[src/rtl/temp_pkg.sv]
// Shared constants and temperature word type for the thermal front end.
// Defaults are also used by the fan controller bench room model.
package temp_pkg;

    localparam int TEMP_W      = 9;
    localparam int T_LOW_DEF   = 200;
    localparam int T_HIGH_DEF  = 250;
    localparam int HYST_DEF    = 4;
    localparam int DEB_DEF     = 3;
    localparam int TIMEOUT_DEF = 1000;

    typedef logic [TEMP_W-1:0] temp_t;

endpackage

[src/rtl/temp_thresh_if.sv]
// Sample-in / flags-out bundle between the sensor path and temp_thresh.
// master: drives temp/valid, reads t1/t2/fault. slave: the reverse.
interface temp_thresh_if
    import temp_pkg::*;
#(
    parameter int W = TEMP_W
) ();

    logic [W-1:0] temp;
    logic         valid;
    logic         t1;
    logic         t2;
    logic         fault;

    modport master (
        output temp,
        output valid,
        input  t1,
        input  t2,
        input  fault
    );

    modport slave (
        input  temp,
        input  valid,
        output t1,
        output t2,
        output fault
    );

endinterface

[src/rtl/temp_thresh_deb_cmp.sv]
// deb_cmp: one threshold comparator with optional hysteresis and a
// debounce counter. Ports: clk, clr, valid, hold (clear count), temp, flag.
module deb_cmp
    import temp_pkg::*;
#(
    parameter int W      = TEMP_W,
    parameter int THRESH = T_LOW_DEF,
    parameter int HYST   = HYST_DEF,
    parameter int DEB    = DEB_DEF
) (
    input  logic         clk,
    input  logic         clr,
    input  logic         valid,
    input  logic         hold,
    input  logic [W-1:0] temp,
    output logic         flag
);

    if (HYST > THRESH) begin : g_bad_hyst
        $error("deb_cmp: HYST must not exceed THRESH");
    end
    if (DEB < 1 || DEB > 15) begin : g_bad_deb
        $error("deb_cmp: DEB must be 1..15");
    end

    localparam logic [W-1:0] TH   = W'(THRESH);
    localparam logic [3:0]   LAST = 4'(DEB - 1);

    logic       raw;
    logic [3:0] cnt;

`ifdef TEMP_THRESH_HYST_EN
    // Release point is a constant, so the band costs only a comparator.
    localparam logic [W-1:0] TH_REL = W'(THRESH - HYST);

    always_comb begin
        raw = flag ? (temp >= TH_REL) : (temp >= TH);
    end
`else
    always_comb begin
        raw = (temp >= TH);
    end
`endif

    // A new sample takes priority over hold so that the sample arriving
    // on the watchdog-clearing edge is still counted.
    always_ff @(posedge clk) begin
        if (clr) begin
            flag <= 1'b0;
            cnt  <= 4'd0;
        end else if (valid) begin
            if (raw == flag) begin
                cnt <= 4'd0;
            end else if (cnt == LAST) begin
                flag <= ~flag;
                cnt  <= 4'd0;
            end else begin
                cnt <= cnt + 4'd1;
            end
        end else if (hold) begin
            cnt <= 4'd0;
        end
    end

endmodule

[src/rtl/temp_thresh.sv]
// temp_thresh: debounced T1/T2 threshold flags plus sensor watchdog.
// Ports: clk, clr (sync, active-high), bus (temp_thresh_if.slave).
// Optional hysteresis compare: define TEMP_THRESH_HYST_EN.
module temp_thresh
    import temp_pkg::*;
#(
    parameter int W       = TEMP_W,
    parameter int T_LOW   = T_LOW_DEF,
    parameter int T_HIGH  = T_HIGH_DEF,
    parameter int HYST    = HYST_DEF,
    parameter int DEB     = DEB_DEF,
    parameter int TIMEOUT = TIMEOUT_DEF
) (
    input  logic          clk,
    input  logic          clr,
    temp_thresh_if.slave  bus
);

    if (T_LOW >= T_HIGH || T_HIGH >= (1 << W)) begin : g_bad_thr
        $error("temp_thresh: need T_LOW < T_HIGH < 2^W");
    end
    if (TIMEOUT < 2) begin : g_bad_to
        $error("temp_thresh: TIMEOUT must be >= 2");
    end

    localparam int             WDW     = $clog2(TIMEOUT);
    localparam logic [WDW-1:0] WD_LAST = WDW'(TIMEOUT - 1);

    logic           flag1;
    logic           flag2;
    logic           fault_q;
    logic [WDW-1:0] wd_cnt;

    deb_cmp #(
        .W      (W),
        .THRESH (T_LOW),
        .HYST   (HYST),
        .DEB    (DEB)
    ) u_cmp_t1 (
        .clk   (clk),
        .clr   (clr),
        .valid (bus.valid),
        .hold  (fault_q),
        .temp  (bus.temp),
        .flag  (flag1)
    );

    deb_cmp #(
        .W      (W),
        .THRESH (T_HIGH),
        .HYST   (HYST),
        .DEB    (DEB)
    ) u_cmp_t2 (
        .clk   (clk),
        .clr   (clr),
        .valid (bus.valid),
        .hold  (fault_q),
        .temp  (bus.temp),
        .flag  (flag2)
    );

    // Counter parks at TIMEOUT-1; the next idle edge raises fault.
    always_ff @(posedge clk) begin
        if (clr) begin
            wd_cnt  <= '0;
            fault_q <= 1'b0;
        end else if (bus.valid) begin
            wd_cnt  <= '0;
            fault_q <= 1'b0;
        end else if (wd_cnt == WD_LAST) begin
            fault_q <= 1'b1;
        end else begin
            wd_cnt <= wd_cnt + 1'b1;
        end
    end

    // T2 implies T1 so the fan controller never sees an illegal pair.
    assign bus.t1    = flag1 | flag2 | fault_q;
    assign bus.t2    = flag2 | fault_q;
    assign bus.fault = fault_q;

endmodule

[src/flat_wrapper.sv]
// flat-port wrapper written by rule: the top's interface ports become plain ports
module temp_thresh_flat import temp_pkg::*;
#(
    parameter int W       = TEMP_W,
    parameter int T_LOW   = T_LOW_DEF,
    parameter int T_HIGH  = T_HIGH_DEF,
    parameter int HYST    = HYST_DEF,
    parameter int DEB     = DEB_DEF,
    parameter int TIMEOUT = TIMEOUT_DEF
)
  (clk, clr, bus_temp, bus_valid, bus_t1, bus_t2, bus_fault);
  temp_thresh_if #(.W(W)) bus_i ();
  input  logic clk;
  input  logic clr;
  input wire logic [$bits(bus_i.temp)-1:0] bus_temp;
  input wire logic [$bits(bus_i.valid)-1:0] bus_valid;
  output wire logic [$bits(bus_i.t1)-1:0] bus_t1;
  output wire logic [$bits(bus_i.t2)-1:0] bus_t2;
  output wire logic [$bits(bus_i.fault)-1:0] bus_fault;
  assign bus_i.temp = bus_temp;
  assign bus_i.valid = bus_valid;
  assign bus_t1 = bus_i.t1;
  assign bus_t2 = bus_i.t2;
  assign bus_fault = bus_i.fault;
  temp_thresh #(.W(W), .T_LOW(T_LOW), .T_HIGH(T_HIGH), .HYST(HYST), .DEB(DEB), .TIMEOUT(TIMEOUT)) u_core (.clk(clk), .clr(clr), .bus(bus_i));
endmodule
[config.mk]
export PLATFORM = sky130hd
export DESIGN_NAME = temp_thresh_flat
export DESIGN_NICKNAME = d
export VERILOG_FILES = /design/src/rtl/temp_pkg.sv /design/src/rtl/temp_thresh_if.sv /design/src/rtl/temp_thresh_deb_cmp.sv /design/src/rtl/temp_thresh.sv /design/src/flat_wrapper.sv
export SDC_FILE = /design/constraint.sdc
export NUM_CORES = 1
export LEC_CHECK = 0
export CAP_MARGIN = 20
export CORE_MARGIN = 1.5
export CORE_UTILIZATION = 50
export DETAILED_ROUTE_END_ITERATION = 8
export PLACE_DENSITY = 0.71
export SLEW_MARGIN = 20
export SYNTH_ARGS = -nofsm -noshare
export SYNTH_HDL_FRONTEND = slang
export SYNTH_SLANG_ARGS = --single-unit
[constraint.sdc]
create_clock -name clk -period 2.55 [get_ports clk]
set_clock_uncertainty 0.05 [all_clocks]
set_input_delay 0.255 -clock clk [delete_from_list [all_inputs] [get_ports clk]]
set_output_delay 0.255 -clock clk [all_outputs]
set_load 0.02 [all_outputs]
==> impl_metrics.yaml, run 1 <==
run_status:
  status: "finished, final reports clean"
clock_network:
  ctsResizeCount: 0
  clk_pin_slew_ps: 110
  clk_path_buf_depth: 2
  cts_setup_buffers: 0
  clockRootBuffer: "clkbuf_4"
  cts_tree: "built"
  cts.sinks: 21
  insertion_delay_ps: 300
  cts_hold_buf: 0
  htreeDepth: 1
  cts_buffers: 3
place:
  dp_hpwl_mm: 1.55
  place.gp.congestion: 0.714
  dp_cells: 164
  pre_cts_slack_ps: 605
  port_buffers: 13
synth:
  syn_inst: 127
  yosysSeqAreaShare: 0.385
  synth_ff_type: "dfxtp_1"
  async_flop_share: 0
  ys_warn_count: 0
  synth_edf_count: 0
  syn-cell-area_sq_um: 1090
  syn_nets: 144
  avgSynthCellArea_sq_um: 8.60
  synth.distinct_cells: 36
  ys_ff_latch: 21
layout:
  fin_cells: 168
  antenna_cells: 0
  final_nets: 159
  final_common_cell: "dfxtp_1"
  filler_cell_count: 188
  syn2layout_area_growth_pct: 16.3
  drive_above_1_share: 0.0567
  final_cell_mix: "21 x dfxtp_1, 15 x nor2_1, 13 x clkdlybuf4s50_1"
floorplan:
  coreArea_sq_um: 2000
  io_pins: 15
  die_w_um: 49.7
  dieArea_sq_um: 2470
  die_h_um: 49.7
  initial_utilization: 0.546
  std_cell_rows: 16
grt:
  grt_overflow_total: 0
  grt_pass1_vias: 825
  grt_max_degree: 12
  grt_pass1_wl_mm: 3.46
  grtUsageTotal: 0.177
  antenna_found_initial: 0
pwr:
  p_leak_nw: 0.447
  total_power_mw: 0.556
  power_density_nw_per_um2: 438
  peakVddDrop_mv: 0.368
setup_path:
  worstPathRequired_ps: 2250
  end_kind: "primary output"
  reg2reg_setup_slack_ps: 810
  worstSetupStartpointType: "register"
  crit_arrival_ps: 1600
  crit_fanout: 6
  cp_slowest_cell: "clkdlybuf4s50_1"
  cpPeakStageDelay_ps: 540
  path_cells: "or3_1 > clkdlybuf4s50_1"
  worstSetupPathType: "register to primary output"
detailed_routing:
  first_pass_iters: 4
  drt_wl_total_mm: 2.01
  post_drt_wl_per_cell_um: 12.0
  drt-initial-drc-count: 9
  vias_per_cell: 5.59
  drc: 0
  ant_nets: 0
  via_count: 939
run:
  maxCapViolCount: 0
hold_path:
  hold_path_class: "register to register"
timing:
  setup_violations: 0
  setup-tns-final_ps: 0
  max_slew_margin: 0.642
  maxSlewViolCount: 0
  fin_crit_sh: 0.746
  rsz0062_at_grt: "false"
  worst_pin_slew_ps: 536
  finalWorstSetupSlack_ps: 647
  fmax_mhz: 525
  period_minus_slack_ps: 1900
  hold_viol: 0
-- per-stage QoR --
step	utilization	hold WS [ps]	instance area, sq um
5_1_grt	0.634	490	1270
3_5_place_dp	0.621	436	1240
6_report	0.634	453	1270
3_3_place_gp	0.621	429	1240
2_1_floorplan	-	348	1090
4_1_cts	0.634	454	1270
-- critical path: cells and delay by family (launching register included) --
kind | cells | cell delay [ps]
DFF | 1 | 380
and+or+nand+nor | 1 | 380
buffers and inverters | 1 | 540
-- synthesized netlist by cell type, types with 2 or more instances --
library cell	number	area [sq um]
clkbuf_1	2	7.51
dfxtp_1	21	420
inv_1	6	22.5
nand4_1	6	37.5
xor2_1	6	52.6
o211ai_1	2	15.0
nand2_1	11	41.3
nand3_1	6	30.0
or2_2	2	12.5
nor2b_1	2	12.5
ha_1	5	62.6
a31oi_1	2	12.5
a21oi_1	7	35.0
nor2_1	15	56.3
nor4bb_1	2	20.0
o21ai_0	8	40.0
xnor2_1	3	26.3
nor3_1	2	10.0
and3_1	2	12.5
-- flip-flops by register name, summed over array words and instances, names as in the netlist --
name	count
u_core.wd_cnt	10
u_core.u_cmp_t1.cnt	4
u_core.u_cmp_t2.cnt	4
u_core.bus.fault	1
u_core.u_cmp_t1.flag	1
u_core.u_cmp_t2.flag	1
-- path summary, 6_finish.rpt --
check,startpoint,end,depth (start not counted)
setup / recovery,u_core.bus.fault$_SDFFE_PP0N_,bus_t1,2
hold / removal,u_core.u_cmp_t1.cnt[1]$_SDFFE_PP0P_,u_core.u_cmp_t1.cnt[1]$_SDFFE_PP0P_,2
setup reg to reg,u_core.wd_cnt[0]$_SDFFE_PP0P_,u_core.wd_cnt[0]$_SDFFE_PP0P_,5
hold reg to reg,u_core.u_cmp_t1.cnt[1]$_SDFFE_PP0P_,u_core.u_cmp_t1.cnt[1]$_SDFFE_PP0P_,2
-- cells by family after synthesis --
family | after synthesis | share of synthesized area
flops | 21 | 0.385
xor+xnor | 9 | 0.0722
compound gates | 28 | 0.178
mux | 1 | 0.00916
fa+ha+maj | 5 | 0.0573
buf+inv | 9 | 0.0321
simple gates | 54 | 0.267
-- routing by layer --
layer / up-vias / routed length [um] / global-route usage / part of all wire
li1: 489 / - / - / -
met1: 445 / 976 / 0.225 / 0.49
met2: 5 / 980 / 0.300 / 0.49
met3: 0 / 56 / 0.0545 / 0.028
met4: 0 / 0 / 0.0278 / 0
met5: - / 0 / 0 / 0
-- cell type report --
class,instances,area [sq um],area share
Tap cell,27,33.8,0.0266
Sequential cell,21,420,0.331
Timing Repair Buffer,13,130,0.102
Clock buffer,4,26.3,0.0207
Multi-Input combinational cell,97,637,0.501
Inverter,6,22.5,0.0177
-- power breakdown --
group / internal, mW / switching [mW] / total, mW
combinational: 0.0294 / 0.0293 / 0.0587
clock: 0.0609 / 0.0957 / 0.157
sequential: 0.333 / 0.00703 / 0.340
(Power assumes the default switching activity.)
==> inputs of run 2 (changes only) <==
--- a/config.mk
+++ b/config.mk
@@ -6,10 +6,11 @@
 export NUM_CORES = 1
 export LEC_CHECK = 0
 export CAP_MARGIN = 20
+export CORE_ASPECT_RATIO = 1.75
 export CORE_MARGIN = 1.5
-export CORE_UTILIZATION = 50
+export CORE_UTILIZATION = 47
 export DETAILED_ROUTE_END_ITERATION = 8
-export PLACE_DENSITY = 0.71
+export PLACE_DENSITY = 0.7
 export SLEW_MARGIN = 20
 export SYNTH_ARGS = -nofsm -noshare
 export SYNTH_HDL_FRONTEND = slang
==> constraint.sdc (replaced) <==
create_clock -name clk -period 1.5 [get_ports clk]
set_clock_uncertainty 0.05 [all_clocks]
set_input_delay 0.15 -clock clk [delete_from_list [all_inputs] [get_ports clk]]
set_output_delay 0.15 -clock clk [all_outputs]
set_load 0.02 [all_outputs]
==> impl_metrics.yaml, run 2 (synthesis gave the netlist of run 1 again) <==
timing:
  hold_viol: 0
  finalWorstSetupSlack_ps: -20.5
  maxSlewViolCount: 0
  worst_pin_slew_ps: 332
  setup_violations: 1
  fmax_mhz: 658
  fin_crit_sh: 1.01
  rsz0062_at_grt: "true"
  period_minus_slack_ps: 1520
  max_slew_margin: 0.777
  fin_worst_hold_slack_ps: 388
run_status:
  status: "complete, but fails checks"
  failed_checks: "negative setup slack"
layout:
  syn2layout_area_growth_pct: 37.6
  largest_reg_flops: 10
  final_cell_mix: "21 x buf_4, 15 x nor2_1, 14 x dfxtp_1"
  reg_top3: "u_core.wd_cnt: 10 flops, u_core.u_cmp_t1.cnt: 4 flops, u_core.u_cmp_t2.cnt: 4 flops"
  regMostFlops: "u_core.wd_cnt"
  final_common_cell: "buf_4"
  final_nets: 181
  antenna_cells: 0
  drive_above_1_share: 0.288
pwr:
  p_leak_nw: 0.597
  peakVddDrop_mv: 0.526
  power_density_nw_per_um2: 676
hold_path:
  holdPathEnd: "u_core.u_cmp_t2.flag$_SDFFE_PP0P_"
  min_path_cells: 5
  hold_path_class: "primary input to register"
  hold_start: "bus_temp[4]"
clock_network:
  cts_tree: "built"
  htreeDepth: 1
  clk_path_buf_depth: 2
  insertion_delay_ps: 310
  cts.sinks: 21
  clk_pin_slew_ps: 130
  cts_buffers: 3
  clockRootBuffer: "clkbuf_4"
place:
  pre_cts_slack_ps: -319
  place.gp.congestion: 0.754
  port_buffers: 13
  dp_hpwl_mm: 2.13
setup_path:
  worstPathRequired_ps: 1660
  r2r-start: "u_core.u_cmp_t1.cnt[0]$_SDFFE_PP0P_"
  end_kind: "register"
  r2r_cells: 6
  timing.rr.end: "u_core.u_cmp_t1.cnt[3]$_SDFFE_PP0P_"
  path_cells: "inv_2 > ha_4 > or3b_4 > o2111a_2 > o211ai_1 > a31oi_1"
  worstSetupStartpointType: "register"
  cpPeakStageDelay_ps: 370
  crit_arrival_ps: 1680
  cp_slowest_cell: "or3b_4"
  crit_fanout: 6
  reg2reg_setup_slack_ps: -20
  worstSetupPathType: "register to register"
floorplan:
  initial_utilization: 0.509
  std_cell_rows: 22
  die_h_um: 66.8
  dieArea_sq_um: 2630
  io_pins: 15
  coreArea_sq_um: 2150
  die_w_um: 39.4
detailed_routing:
  drt_wl_total_mm: 2.87
  drc: 0
  drt-initial-drc-count: 25
  ant_nets: 0
  first_pass_iters: 4
  via_count: 1086
  vias_per_cell: 5.81
  post_drt_wl_per_cell_um: 15.3
run:
  maxCapViolCount: 0
grt:
  grt_max_degree: 13
  grt_overflow_total: 0
  grt_pass1_wl_mm: 4.61
  antenna_found_initial: 0
  grtUsageTotal: 0.248
  grt_pass1_vias: 1131
## run 2: worst max-delay path by stage
stage / end / slack (ps) / cells after the start / startpoint
after floorplan: u_core.wd_cnt[1]$_SDFFE_PP0P_ / 20 / 5 / u_core.wd_cnt[0]$_SDFFE_PP0P_
final: u_core.u_cmp_t1.cnt[3]$_SDFFE_PP0P_ / -20 / 6 / u_core.u_cmp_t1.cnt[0]$_SDFFE_PP0P_
after global placement: u_core.u_cmp_t1.cnt[0]$_SDFFE_PP0P_ / -250 / 5 / bus_temp[3]
after detailed placement: u_core.u_cmp_t1.cnt[3]$_SDFFE_PP0P_ / -320 / 5 / bus_temp[3]
after global routing: u_core.u_cmp_t1.cnt[3]$_SDFFE_PP0P_ / -70 / 6 / u_core.u_cmp_t1.cnt[0]$_SDFFE_PP0P_
after CTS: u_core.u_cmp_t1.cnt[3]$_SDFFE_PP0P_ / -1 / 6 / u_core.u_cmp_t1.cnt[0]$_SDFFE_PP0P_
## run 2: power by group
part / switching, mW / internal (mW) / leakage (nW)
Combinational: 0.0675 / 0.0814 / 0.406
Clock: 0.189 / 0.0997 / 0.0177
Sequential: 0.00944 / 0.568 / 0.173
Total: 0.266 / 0.749 / 0.597
## run 2: layout make-up
| class | instances | area, sq um |
|---|---|---|
| clock buffers | 3 | 22.5 |
| inverters | 6 | 22.5 |
| repair buffers | 35 | 298 |
| fillers | 169 | 644 |
| clock inverters | 1 | 5.00 |
| flip-flops and latches | 21 | 429 |
| multi-input cells | 97 | 696 |
| well taps | 24 | 30.0 |
## run 2: timing repair
item | 4_1_cts | 5_1_grt
setup buffers | 4 | 1
gates resized for setup | 7 | 19
pin swaps | 5 | 5
hold endpoints to repair | 0 | 0
setup endpoints to repair | 9 | 11
hold buffers | 0 | 0
## run 2: per-stage QoR
stage | instance area, sq um | TNS (ps) | power, mW | cells | utilization
after floorplan | 1100 | 0 | 0.645 | 127 | -
after global placement | 1380 | -1320 | 0.720 | 179 | 0.644
after CTS | 1450 | -1.49 | 1.01 | 187 | 0.675
after global routing | 1500 | -131 | 1.06 | 187 | 0.700
after detailed placement | 1380 | -2000 | 0.725 | 179 | 0.644
final | 1500 | -20.5 | 1.02 | 187 | 0.700
## run 2: critical path: cells and delay by family, from the launching register on
kind,cells,cell delay (ps)
compound gates,3,460
fa+ha+maj,1,130
buf+inv,1,70
flops,1,350
simple gates,1,370
## run 2: per-layer routing
layer / global-route usage / up-vias / routed length (um)
li1: - / 531 / -
met1: 0.215 / 522 / 956
met2: 0.477 / 21 / 1770
met3: 0.0267 / 12 / 41
met4: 0.155 / 0 / 97
met5: 0 / - / 0
